==> src/rtl/mouse_cursor_pkg.sv <==
// Shared defaults, event payload layout and coordinate clamp helper for the
// mouse cursor unit.
package mouse_cursor_pkg;

   localparam int unsigned DEF_DELTA_W    = 8;
   localparam int unsigned DEF_XW         = 10;
   localparam int unsigned DEF_YW         = 10;
   localparam int unsigned DEF_SCREEN_W   = 640;
   localparam int unsigned DEF_SCREEN_H   = 480;
   localparam int unsigned DEF_NBTN       = 3;
   localparam int unsigned DEF_FIFO_DEPTH = 8;
   localparam int unsigned DEF_IW         = (DEF_NBTN > 1) ? $clog2(DEF_NBTN) : 1;

   // Event payload at the default geometry: {button index, press, x, y}
   typedef struct packed {
      logic [DEF_IW-1:0] idx;
      logic              press;
      logic [DEF_XW-1:0] x;
      logic [DEF_YW-1:0] y;
   } mouse_evt_t;

   // Clamp a signed coordinate sum into [0, limit-1]
   function automatic int unsigned clamp_coord(input int signed v, input int unsigned limit);
      if (v < 0) begin
         return 0;
      end
      if (v > int'(limit) - 1) begin
         return limit - 1;
      end
      return $unsigned(v);
   endfunction

endpackage

==> src/rtl/evt_fifo.sv <==
// Show-ahead event queue.
// Ports: clk/rst_n; push/push_data write side; pop read side (ignored when
// empty); head_data is the oldest entry (0 when empty); full/empty are
// registered flags; drop_c flags a push rejected because the queue is full
// and no pop frees a slot this cycle.
module evt_fifo #(
   parameter int unsigned W     = 8,
   parameter int unsigned DEPTH = 8
) (
   input  logic         clk,
   input  logic         rst_n,
   input  logic         push,
   input  logic [W-1:0] push_data,
   input  logic         pop,
   output logic [W-1:0] head_data,
   output logic         full,
   output logic         empty,
   output logic         drop_c
);

   localparam int unsigned AW = (DEPTH > 1) ? $clog2(DEPTH) : 1;

   logic [W-1:0] mem [DEPTH];
   // One extra pointer bit tells full from empty when the indices match
   logic [AW:0]  wr_ptr, rd_ptr, wr_next, rd_next;
   logic         pop_ok, push_ok;

   // A full queue still accepts a push when the head leaves in the same cycle
   always_comb begin
      pop_ok  = pop & ~empty;
      push_ok = push & (~full | pop_ok);
      drop_c  = push & full & ~pop_ok;
      wr_next = wr_ptr;
      rd_next = rd_ptr;
      if (push_ok) begin
         wr_next = wr_ptr + (AW+1)'(1);
      end
      if (pop_ok) begin
         rd_next = rd_ptr + (AW+1)'(1);
      end
   end

   // Pointers and occupancy flags
   always_ff @(posedge clk or negedge rst_n) begin
      if (!rst_n) begin
         wr_ptr <= '0;
         rd_ptr <= '0;
         empty  <= 1'b1;
         full   <= 1'b0;
      end else begin
         wr_ptr <= wr_next;
         rd_ptr <= rd_next;
         empty  <= (wr_next == rd_next);
         full   <= (wr_next[AW] != rd_next[AW]) && (wr_next[AW-1:0] == rd_next[AW-1:0]);
      end
   end

   // Storage
   always_ff @(posedge clk) begin
      if (push_ok) begin
         mem[wr_ptr[AW-1:0]] <= push_data;
      end
   end

   assign head_data = empty ? '0 : mem[rd_ptr[AW-1:0]];

endmodule

==> src/rtl/mouse_cursor_unit.sv <==
// Mouse cursor tracker: integrates signed relative deltas into a clamped
// absolute position, synchronises raw buttons, and queues press/release
// events stamped with the cursor position.
// Ports: clk_clk, reset_reset_n (async active-low); delta_valid/delta_x/
// delta_y motion input (+y down); buttons raw levels; cursor_x/cursor_y
// position; btn_level synchronised buttons; evt_valid/evt_ready/evt_data
// event stream {idx, press, x, y}; evt_overflow sticky drop flag cleared by
// clr_overflow.
module mouse_cursor_unit
   import mouse_cursor_pkg::*;
#(
   parameter int unsigned DELTA_W    = DEF_DELTA_W,
   parameter int unsigned XW         = DEF_XW,
   parameter int unsigned YW         = DEF_YW,
   parameter int unsigned SCREEN_W   = DEF_SCREEN_W,
   parameter int unsigned SCREEN_H   = DEF_SCREEN_H,
   parameter int unsigned NBTN       = DEF_NBTN,
   parameter int unsigned FIFO_DEPTH = DEF_FIFO_DEPTH,
   localparam int unsigned IW        = (NBTN > 1) ? $clog2(NBTN) : 1,
   localparam int unsigned EW        = IW + 1 + XW + YW
) (
   input  logic                      clk_clk,
   input  logic                      reset_reset_n,
   input  logic                      delta_valid,
   input  logic signed [DELTA_W-1:0] delta_x,
   input  logic signed [DELTA_W-1:0] delta_y,
   input  logic [NBTN-1:0]           buttons,
   output logic [XW-1:0]             cursor_x,
   output logic [YW-1:0]             cursor_y,
   output logic [NBTN-1:0]           btn_level,
   output logic                      evt_valid,
   input  logic                      evt_ready,
   output logic [EW-1:0]             evt_data,
   output logic                      evt_overflow,
   input  logic                      clr_overflow
);

   localparam int unsigned SWX = ((XW > DELTA_W) ? XW : DELTA_W) + 2;
   localparam int unsigned SWY = ((YW > DELTA_W) ? YW : DELTA_W) + 2;

   logic signed [SWX-1:0] sum_x;
   logic signed [SWY-1:0] sum_y;
   logic [XW-1:0]         next_x;
   logic [YW-1:0]         next_y;

   logic [NBTN-1:0]       sync1, sync2, sync3;
   logic [NBTN-1:0]       edges, pending, cand, sel_onehot, pending_next;
   logic [IW-1:0]         sel_idx;
   logic                  sel_level;
   logic                  push_evt;
   logic                  merge;
   logic                  fifo_full, fifo_empty, fifo_drop_c;

   // Cursor integration: widen both operands so the sum cannot wrap
   always_comb begin
      sum_x  = $signed(SWX'(cursor_x)) + SWX'(delta_x);
      sum_y  = $signed(SWY'(cursor_y)) + SWY'(delta_y);
      next_x = XW'(clamp_coord(int'(sum_x), SCREEN_W));
      next_y = YW'(clamp_coord(int'(sum_y), SCREEN_H));
   end

   always_ff @(posedge clk_clk or negedge reset_reset_n) begin
      if (!reset_reset_n) begin
         cursor_x <= XW'(SCREEN_W / 2);
         cursor_y <= YW'(SCREEN_H / 2);
      end else if (delta_valid) begin
         cursor_x <= next_x;
         cursor_y <= next_y;
      end
   end

   // Button synchroniser plus one delayed copy for edge detection
   always_ff @(posedge clk_clk or negedge reset_reset_n) begin
      if (!reset_reset_n) begin
         sync1 <= '0;
         sync2 <= '0;
         sync3 <= '0;
      end else begin
         sync1 <= buttons;
         sync2 <= sync1;
         sync3 <= sync2;
      end
   end

   assign btn_level = sync2;
   assign edges     = sync2 ^ sync3;

   // Serialise edges: the lowest candidate bit becomes this cycle's event
   always_comb begin
      cand       = pending | edges;
      merge      = |(pending & edges);
      sel_idx    = '0;
      sel_level  = 1'b0;
      sel_onehot = '0;
      push_evt   = 1'b0;
      for (int i = int'(NBTN) - 1; i >= 0; i--) begin
         if (cand[i]) begin
            sel_idx       = IW'(i);
            sel_level     = sync2[i];
            sel_onehot    = '0;
            sel_onehot[i] = 1'b1;
            push_evt      = 1'b1;
         end
      end
      pending_next = cand & ~sel_onehot;
   end

   always_ff @(posedge clk_clk or negedge reset_reset_n) begin
      if (!reset_reset_n) begin
         pending <= '0;
      end else begin
         pending <= pending_next;
      end
   end

   // Sticky overflow; a new drop or merge beats a clear in the same cycle
   always_ff @(posedge clk_clk or negedge reset_reset_n) begin
      if (!reset_reset_n) begin
         evt_overflow <= 1'b0;
      end else if (merge || fifo_drop_c) begin
         evt_overflow <= 1'b1;
      end else if (clr_overflow) begin
         evt_overflow <= 1'b0;
      end
   end

   evt_fifo #(
      .W     (EW),
      .DEPTH (FIFO_DEPTH)
   ) u_evt_fifo (
      .clk       (clk_clk),
      .rst_n     (reset_reset_n),
      .push      (push_evt),
      .push_data ({sel_idx, sel_level, cursor_x, cursor_y}),
      .pop       (evt_ready),
      .head_data (evt_data),
      .full      (fifo_full),
      .empty     (fifo_empty),
      .drop_c    (fifo_drop_c)
   );

   assign evt_valid = ~fifo_empty;

   // Full flag is informational here; drops are reported via drop_c
   logic unused_full;
   assign unused_full = fifo_full;

endmodule
==> config.mk <==
export PLATFORM = sky130hd
export DESIGN_NAME = mouse_cursor_unit
export DESIGN_NICKNAME = d
export VERILOG_FILES = /design/src/rtl/mouse_cursor_pkg.sv /design/src/rtl/evt_fifo.sv /design/src/rtl/mouse_cursor_unit.sv
export SDC_FILE = /design/constraint.sdc
export NUM_CORES = 1
export LEC_CHECK = 0
export BUFFER_PORTS_ARGS = -buffer_cell sky130_fd_sc_hd__buf_2
export CORE_UTILIZATION = 60
export DETAILED_ROUTE_END_ITERATION = 6
export PLACE_DENSITY = 0.78
export SETUP_SLACK_MARGIN = 0.3
export SKIP_LAST_GASP = 1
export SLEW_MARGIN = 20
export SYNTH_ARGS = -nofsm -noshare
export SYNTH_HDL_FRONTEND = slang
export SYNTH_SLANG_ARGS = --single-unit
==> constraint.sdc <==
create_clock -name clk_clk -period 4.5 [get_ports clk_clk]
set_clock_uncertainty 0.05 [all_clocks]
set_input_delay 0.9 -clock clk_clk [delete_from_list [all_inputs] [get_ports clk_clk]]
set_output_delay 0.9 -clock clk_clk [all_outputs]
set_load 0.005 [all_outputs]
==> results of run 1 <==
==> through the flow <==
stage / hold WS [ns] / setup WS, ns / std cells / util / instance area, um2
after CTS: 0.300 / 0.808 / 940 / 0.707 / 11300
final: 0.300 / 0.896 / 940 / 0.707 / 11300
after global routing: 0.312 / 0.707 / 940 / 0.707 / 11300
after global placement: 0.286 / 1.14 / 900 / 0.665 / 10700
after detailed placement: 0.287 / 1.02 / 900 / 0.665 / 10700
after floorplan: 0.281 / 0.862 / 621 / - / 9970
==> placed cells by master (no fill, tap or decap), types with 4 or more instances in the layout <==
| cell type | netlist | layout |
|---|---|---|
| nand3_1 | 4 | 4 |
| buf_2 | 6 | 71 |
| nand2_1 | 24 | 24 |
| nor2b_1 | 13 | 13 |
| xnor2_1 | 17 | 17 |
| o21a_1 | 4 | 4 |
| xor2_1 | 9 | 9 |
| a21o_1 | 5 | 5 |
| clkinv_1 | 0 | 4 |
| a21oi_1 | 25 | 25 |
| edfxtp_1 | 184 | 184 |
| buf_4 | 0 | 13 |
| ha_1 | 24 | 24 |
| nor2_1 | 49 | 47 |
| dfstp_2 | 7 | 7 |
| dfrtp_1 | 35 | 33 |
| mux2i_1 | 24 | 24 |
| a31oi_1 | 5 | 5 |
| a2bb2oi_1 | 4 | 4 |
| mux4_2 | 46 | 46 |
| nor3_1 | 14 | 10 |
| nand2b_1 | 7 | 7 |
| clkbuf_16 | 0 | 23 |
| nor3_2 | 2 | 5 |
| clkbuf_1 | 11 | 10 |
| inv_1 | 22 | 22 |
| o21ai_0 | 17 | 17 |
==> cell type report <==
type / count / area [um2] / area share
Tap cell: 216 / 270 / 0.0238
Timing Repair Buffer: 86 / 493 / 0.0434
Clock inverter: 5 / 26.3 / 0.00232
Inverter: 22 / 82.6 / 0.00728
Multi-Input combinational cell: 350 / 3250 / 0.286
Sequential cell: 226 / 6590 / 0.581
Clock buffer: 35 / 641 / 0.0565
==> where the power goes <==
group	internal (uW)	leakage [uW]	switching (uW)
sequential	3100	0.00221	533
clock	977	0.000322	709
combinational	1360	0.00171	1440
==> kinds of logic after synthesis <==
logic type                 Yosys count  synth area share
AOI/OAI and AO/OA                   95            0.0679
buffers and inverters               45            0.0177
muxes                               73             0.131
xor gates and xnor gates            27            0.0251
adders and majority gates           26            0.0342
and+or+nand+nor                    129            0.0626
DFF                                226             0.661
==> state kept, by name, summed over array words and instances, names as in the netlist <==
register and flops:
evt_overflow 1, u_evt_fifo.rd_ptr 4, u_evt_fifo.empty 1, u_evt_fifo.mem 184, btn_level 3, sync3 3
pending 2, cursor_x 10, sync1 3, u_evt_fifo.wr_ptr 4, u_evt_fifo.full 1, cursor_y 10
==> worst register-to-register path: cells and delay by family (launching register included) <==
kind            cells  cell delay, ns
flops               1            0.56
compound gates      4            1.09
mux                 1            0.32
fa+ha+maj           2            0.64
simple gates        2            0.40
buf+inv             1            0.05
==> per-layer routing <==
metal / global-route usage / up-vias / share of wire
met5: 0 / - / 0
met4: 0.0818 / 0 / 0.020
met3: 0.0366 / 34 / 0.060
met2: 0.427 / 193 / 0.51
met1: 0.330 / 2924 / 0.41
li1: - / 2580 / -
==> worst paths after layout <==
kind                                 startpoint              endpoint  cells past startpoint
max                        u_evt_fifo.rd_ptr[0]           evt_data[1]                      5
min                                    sync1[2]          btn_level[2]                      0
max reg2reg                         cursor_x[0]           cursor_x[4]                     10
min reg2reg                            sync1[2]          btn_level[2]                      0
max in group asynchronous         reset_reset_n  u_evt_fifo.rd_ptr[1]                      1
min in group asynchronous         reset_reset_n              sync1[2]                      1
==> flow_metrics.tcl, run 1 <==
set metrics [dict create \
    status "completed" \
    slowest_stage "dfrtp_2" \
    setup_tns_ns 0 \
    synth_warnings 0 \
    post_cts_buffers 0 \
    cp_slowest_stage_delay_ns 0.83 \
    diodes 0 \
    peakVddDrop_v 0.000357 \
    syn_avg_cell_area_um2 16.0 \
    cp-end-kind "output pin" \
    die_h_um 131 \
    numCtsBuffers 22 \
    tightest_slew_ns 0.991 \
    critPathArrivalTime_ns 2.65 \
    clk_pin_slew_ns 0.06 \
    fillers 1051 \
    async_reset_ff_frac 0.186 \
    post_cts_resized 0 \
    yosysTopAreaCellShare 0.555 \
    synth_commonest_cells "184 x edfxtp_1, 49 x nor2_1, 46 x mux4_2, 35 x dfrtp_1, 25 x a21oi_1" \
    timing_worst_setup_path_type "flop to output pin" \
    drc 0 \
    grt_use_total 0.249 \
    synth_cell_type_count 62 \
    ff2ff_setup_slack_ns 1.31 \
    root_buffer "clkbuf_16" \
    rsz0062_at_grt "no" \
    finalCritPeriodShare 0.801 \
    path_max_fanout 20 \
    cts_tree "done" \
    cp_num_buf_inv 2 \
    synthToLayoutAreaGrowth_pct 13.9 \
    fin_crit_ns 3.60 \
    yosysSeqAreaShare 0.661 \
    fp.dieArea_um2 17100 \
    start_util 0.620 \
    h-tree-depth 1 \
    postSynthCellCount 621 \
    grt_antenna_before_repair 0 \
    nNetsFinal 758 \
    core_um2 16100 \
    drive_above_1_share 0.264 \
    wl_per_cell_um 21.5 \
    wl_um 20300 \
    ys.flop_type "edfxtp_1" \
    final_max_slew_viol_count 0 \
    min_path_type "flop to flop" \
    ant_nets 0 \
    hpwl_um 12700 \
    yosysTopAreaCell "edfxtp_1" \
    synth_nets 671 \
    synth_edf_count 184 \
    syn-cell-area_um2 9960 \
    postCtsHoldBufs 0 \
    max_freq_ghz 0.277 \
    rows 46 \
    io_buffers 71 \
    vias 5731 \
    setup_viol 0 \
    yosys-top-cells-area "edfxtp_1 55%, mux4_2 10%, dfrtp_1 8.8%, ha_1 3.0%, mux2i_1 2.4%" \
    grt_max_degree 43 \
    power_uw 8120 \
    slew_headroom 0.332 \
    crit_path_cell_trace "buf_4, mux4_2, mux2i_1, nor2_1, buf_2" \
    start_kind "flop" \
    drv_cap 0 \
    clk_latency_ns 0.50 \
    cp_top_family "flip-flops" \
    hold_viol 0 \
    gr-total-overflow 0 \
    boundaryPins 72 \
    grt_first_pass_wirelength_um 31200 \
    p_per_area_nw_per_um2 716 \
    yosys_register_bits 226 \
    cts.sinks 226 \
    yosysMostFrequentCell "edfxtp_1" \
    leakage_uw 0.00424 \
    cp.required_ns 3.55 \
    gp_congestion 0.801 \
    drt-pass1-iter-count 5 \
    die_x_um 131 \
    grt_pass1_vias 5774 \
    drtIter0Drc 410 \
    clock_path_buffers 3 \
    via_per_inst 6.10 \
]
Note: power is estimated with default switching activity, not from simulation.
==> inputs of run 2 (changes only) <==
--- a/config.mk
+++ b/config.mk
@@ -5,6 +5,7 @@
 export SDC_FILE = /design/constraint.sdc
 export NUM_CORES = 1
 export LEC_CHECK = 0
+export ABC_AREA = 1
 export BUFFER_PORTS_ARGS = -buffer_cell sky130_fd_sc_hd__buf_2
 export CORE_UTILIZATION = 60
 export DETAILED_ROUTE_END_ITERATION = 6
==> constraint.sdc (replaced) <==
create_clock -name clk_clk -period 3.47 [get_ports clk_clk]
set_clock_uncertainty 0.05 [all_clocks]
set_input_delay 0.694 -clock clk_clk [delete_from_list [all_inputs] [get_ports clk_clk]]
set_output_delay 0.694 -clock clk_clk [all_outputs]
set_load 0.005 [all_outputs]
==> flow_metrics.tcl, run 2 <==
set metrics [dict create \
    status "completed" \
    clk_latency_ns 0.51 \
    peakVddDrop_v 0.000609 \
    ant_nets 0 \
    grt_pass1_vias 6883 \
    drtIter0Drc 678 \
    drv_cap 0 \
    die_h_um 133 \
    yosysMostFrequentCell "edfxtp_1" \
    leakage_uw 0.00483 \
    cts.sinks 226 \
    root_buffer "clkbuf_16" \
    crit_path_cell_trace "clkbuf_8, o21ai_0, o22ai_1, o21ai_0, a31oi_1, buf_2" \
    grt_first_pass_wirelength_um 35900 \
    grt_max_degree 95 \
    synth_commonest_cells "184 x edfxtp_1, 166 x nor2_1, 153 x nand2_1, 118 x o21ai_0, 66 x inv_1" \
    start_util 0.621 \
    fin_crit_ns 3.05 \
    yosysTopAreaCell "edfxtp_1" \
    final_common_cell "edfxtp_1" \
    fp.dieArea_um2 17800 \
    timing.rr.end "cursor_x[0]" \
    max_freq_ghz 0.327 \
    drt-pass1-iter-count 5 \
    synth_edf_count 184 \
    start_kind "flop" \
    cp.required_ns 2.73 \
    yosysSeqAreaShare 0.635 \
    drc 0 \
    synth_xor_area_frac 0.0134 \
    synthMuxAreaShare 0 \
    multi_input_area_um2 3350 \
    min_path_type "primary input to async pin" \
    grt_use_total 0.261 \
    cp_common_cell "o21ai_0" \
    gp_congestion 0.858 \
    critPathArrivalTime_ns 2.31 \
    rsz0062_at_grt "yes" \
    numCtsBuffers 23 \
    clock_path_buffers 3 \
    nNetsFinal 1112 \
    ys.flop_type "edfxtp_1" \
    finalCritPeriodShare 0.880 \
    final_cell_mix "184 x edfxtp_1, 159 x nor2_1, 153 x nand2_1, 118 x o21ai_0, 70 x buf_2" \
    path_max_fanout 48 \
    h-tree-depth 1 \
    seq_area_um2 6590 \
    clk_pin_slew_ns 0.06 \
    synth_compound_area_frac 0.101 \
    yosys_register_bits 226 \
    final_max_slew_viol_count 0 \
    async_reset_ff_frac 0.186 \
    largest_reg_flops 184 \
    ff2ff_setup_slack_ns 0.90 \
    drive_above_1_share 0.186 \
    p_per_area_nw_per_um2 938 \
    synthToLayoutAreaGrowth_pct 14.2 \
    core_um2 16700 \
    fillers 1206 \
    crit_end "evt_data[10]" \
    postSynthCellCount 979 \
    whs_ns 0.0988 \
    crit-reg2reg-launch "cursor_x[0]" \
    hpwl_um 14500 \
    syn_avg_cell_area_um2 10.6 \
    io_buffers 71 \
    rows 47 \
    tightest_slew_ns 0.802 \
    final_core_util 0.708 \
    grt_antenna_before_repair 0 \
    setup_viol 0 \
    yosys-top-cells-area "edfxtp_1 53%, dfrtp_1 8.5%, nor2_1 6.0%, o21ai_0 5.7%, nand2_1 5.5%" \
    synth_warnings 0 \
    wl_um 22900 \
    synth_nets 1029 \
    cts_tree "done" \
    yosysTopAreaCellShare 0.533 \
    vias 7332 \
    diodes 0 \
    via_per_inst 5.65 \
    synth_cell_type_count 38 \
    worst_r2r_path_depth 15 \
    hold_viol 0 \
    power_uw 11100 \
    slew_headroom 0.465 \
    cp-end-kind "output pin" \
    wl_per_cell_um 17.6 \
    die_x_um 133 \
    boundaryPins 72 \
    timing_worst_setup_path_type "flop to output pin" \
    yosys.area_share.simple 0.173 \
    slowest_stage "dfrtp_1" \
    synth_top_family_by_area "simple AND/OR/NAND/NOR gates" \
    gr-total-overflow 0 \
    synth-adder-area-share 0.0328 \
    post_cts_buffers 0 \
    setup.worst_path.start "u_evt_fifo.rd_ptr[1]" \
    cp_slowest_stage_delay_ns 0.41 \
    syn-cell-area_um2 10400 \
    setup_tns_ns 0 \
]
[run 2: cell types whose count changed after synthesis, moves of 16 or more]
cell and delta:
clkbuf_1 +16, nor2_1 +117, mux2i_1 -24, a31oi_1 +19
inv_1 +44, nand2_2 +16, o22ai_1 +21, o21ai_0 +101
nand3_1 +31, mux4_2 -46, nand2_1 +129
[run 2: logic make-up after synthesis]
| family | after synthesis |
|---|---|
| AOI/OAI and AO/OA | 188 |
| xor gates and xnor gates | 15 |
| adders and majority gates | 26 |
| buffers and inverters | 116 |
| DFF | 226 |
| and+or+nand+nor | 408 |
[run 2: what timing repair did]
| action | CTS | global route |
|---|---|---|
| gates cloned | 0 | 1 |
| resized for setup | 1 | 5 |
| pin swaps | 0 | 0 |
| endpoints found under the hold margin | 0 | 0 |
| setup endpoints to repair | 1 | 20 |
| hold buffers | 0 | 0 |
[run 2: cell type report]
class | count | share of cell area
Multi-Input combinational cell | 637 | 0.283
Inverter | 77 | 0.0253
Sequential cell | 226 | 0.557
Tap cell | 220 | 0.0233
Clock buffer | 31 | 0.0520
Clock inverter | 9 | 0.00804
Timing Repair Buffer | 97 | 0.0515
[run 2: worst min-delay path by stage]
stage                        startpoint            to  slack [ns]  depth (start not counted)
after global routing      reset_reset_n    pending[1]        0.16                          1
after CTS                    buttons[2]      sync1[2]        0.22                          1
final                     reset_reset_n    pending[1]         0.1                          1
after detailed placement       sync1[1]  btn_level[1]        0.28                          0
after floorplan                sync1[0]  btn_level[0]        0.28                          0
after global placement         sync1[2]  btn_level[2]        0.28                          0
[run 2: report_power, final]
group / total, uW / internal [uW] / switching [uW]
logic: 4380 / 1520 / 2860
registers: 4370 / 3960 / 414
clock network: 2360 / 1390 / 968
[run 2: critical path: cells and delay by family (launching register included)]
kind / cells / cell delay [ns]
AO/OA/AOI/OAI: 4 / 0.86
buffers and inverters: 2 / 0.52
flip-flops: 1 / 0.41
[run 2: metal layers]
layer | track usage | vias up | share of wire
met1 | 0.369 | 3431 | 0.42
met3 | 0.0392 | 37 | 0.075
li1 | - | 3544 | -
met5 | 0 | - | 0
met2 | 0.429 | 320 | 0.49
met4 | 0.0676 | 0 | 0.020
[run 2: metrics by stage]
stage	instances	instance area, um2	worst slack (ns)
floorplan	979	10400	0.826
finish	1297	11800	0.416
global route	1297	11800	0.266
detailed placement	1256	11100	0.839
CTS	1296	11800	0.309
global placement	1256	11100	0.859
==> inputs of run 3 (changes only) <==
==> constraint.sdc (replaced) <==
create_clock -name clk_clk -period 3.5 [get_ports clk_clk]
set_clock_uncertainty 0.05 [all_clocks]
set_input_delay 0.7 -clock clk_clk [delete_from_list [all_inputs] [get_ports clk_clk]]
set_output_delay 0.7 -clock clk_clk [all_outputs]
set_load 0.005 [all_outputs]
==> flow_metrics.tcl, run 3 (synthesized netlist as in run 2, its figures left out) <==
set metrics [dict create \
    drt-pass1-iter-count 5 \
    nNetsFinal 1109 \
    start_kind "flop" \
    peakVddDrop_v 0.000620 \
    gp_congestion 0.885 \
    hold_viol 0 \
    status "completed" \
    grt_first_pass_wirelength_um 37700 \
    met3_usage 0.0365 \
    crit_path_cell_trace "inv_1, buf_8, o21ai_0, o22ai_1, o21ai_0, a31oi_1, buf_2" \
    slowest_stage "dfrtp_1" \
    cts_tree "done" \
    numCtsBuffers 23 \
    drv_cap 0 \
    hpwl_um 14700 \
    final_max_slew_viol_count 0 \
    wl_per_cell_um 18.4 \
    setup_tns_ns 0 \
    cp_common_cell "o21ai_0" \
    timing_worst_setup_path_type "flop to output pin" \
    fin_crit_ns 3.04 \
    io_buffers 71 \
    cp-end-kind "output pin" \
    cp_slowest_stage_delay_ns 0.39 \
    tightest_slew_ns 0.816 \
    drive_above_1_share 0.191 \
    post_cts_buffers 0 \
    wl_um 23900 \
    max_freq_ghz 0.329 \
    dp_slack_ns 0.725 \
    busiest_layer "met2" \
    cp_top_family "compound AO/OA/AOI/OAI gates" \
    cp_num_buf_inv 3 \
    core_um2 16700 \
    final_cell_mix "184 x edfxtp_1, 159 x nor2_1, 153 x nand2_1, 118 x o21ai_0, 70 x buf_2" \
    synthToLayoutAreaGrowth_pct 15.2 \
    h-tree-depth 1 \
    clk_pin_slew_ns 0.06 \
    whs_ns 0.156 \
    rows 47 \
    die_x_um 133 \
    grtUsageMet1 0.383 \
    p_per_area_nw_per_um2 954 \
    cp.required_ns 2.75 \
    finalCritPeriodShare 0.869 \
    grt_pass1_vias 7118 \
    clock_path_buffers 3 \
    leakage_uw 0.00488 \
    grt.met2_usage 0.455 \
    grt_max_degree 95 \
    path_max_fanout 42 \
    diodes 0 \
    slew_headroom 0.455 \
    root_buffer "clkbuf_16" \
    gr-total-overflow 0 \
    via_per_inst 5.79 \
    min_path_type "primary input to async pin" \
    boundaryPins 72 \
    drtIter0Drc 610 \
    critPathArrivalTime_ns 2.29 \
    vias 7503 \
    cts.sinks 226 \
    grt_use_total 0.276 \
    setup_slack_ns 0.458 \
    final_core_util 0.715 \
    rsz0062_at_grt "no" \
    grt_antenna_before_repair 0 \
    clk_latency_ns 0.51 \
    die_h_um 133 \
    start_util 0.621 \
    final_common_cell "edfxtp_1" \
    setup_viol 0 \
    drc 0 \
    ant_nets 0 \
    largest_reg_flops 184 \
    fp.dieArea_um2 17800 \
]
[run 3: cell count changes in the layout (fill, tap and decap cells not counted), moves of 2 or more]
| cell | before | now |
|---|---|---|
| clkinv_4 | 0 | 2 |
| buf_6 | 0 | 2 |
| clkbuf_8 | 2 | 4 |
| clkinv_2 | 3 | 1 |
| buf_4 | 23 | 20 |
| clkbuf_1 | 7 | 2 |
| bufinv_16 | 2 | 6 |
| clkinv_1 | 4 | 2 |
[run 3: stage by stage]
step	instance area (um2)	std cells	power, uW
2_1_floorplan	10400	979	6990
3_3_place_gp	11000	1254	8420
3_5_place_dp	11000	1254	8530
4_1_cts	11900	1296	11300
5_1_grt	11900	1296	12100
6_report	11900	1296	11400
[run 3: area by class of cell]
class / count / area (um2)
clock inverters: 13 / 234
flip-flops and latches: 226 / 6590
multi-input cells: 637 / 3350
inverters: 77 / 295
well taps: 220 / 275
repair buffers: 94 / 558
fillers: 1191 / 4760
clock buffers: 29 / 638
[run 3: worst register-to-register path, cell delays in order (launching register included)]
cell and delay, ns:
dfstp_2 0.36, inv_2 0.33, nand2_1 0.26, nand2_1 0.24, nand2_4 0.10, inv_2 0.06, nand2_1 0.15, nor2_2 0.57
buf_4 0.36
[run 3: timing repair]
item,4_1_cts,5_1_grt
hold buffers,0,0
gates resized for setup,0,8
endpoints found under the setup margin,0,22
[run 3: worst paths after layout]
kind | cells after the start | endpoint | from | slack [ns]
min | 1 | u_evt_fifo.rd_ptr[1] | reset_reset_n | 0.16
max | 7 | evt_data[11] | u_evt_fifo.rd_ptr[1] | 0.46
min in group clk_clk | 1 | sync1[0] | buttons[0] | 0.26
min reg2reg | 0 | btn_level[0] | sync1[0] | 0.30
max reg2reg | 8 | u_evt_fifo.mem[2][5] | u_evt_fifo.empty | 0.70
max in group asynchronous | 1 | u_evt_fifo.rd_ptr[0] | reset_reset_n | 2.80
[run 3: power by group]
part,internal (uW),switching (uW),leakage [uW]
logic,1450,2840,0.00224
clock network,1750,1010,0.000424
registers,3920,420,0.00222
total,7120,4270,0.00488
[run 3: layer usage]
layer | share of wire | up-vias
li1 | - | 3541
met1 | 0.41 | 3595
met2 | 0.49 | 331
met3 | 0.075 | 36
met4 | 0.022 | 0
met5 | 0 | -
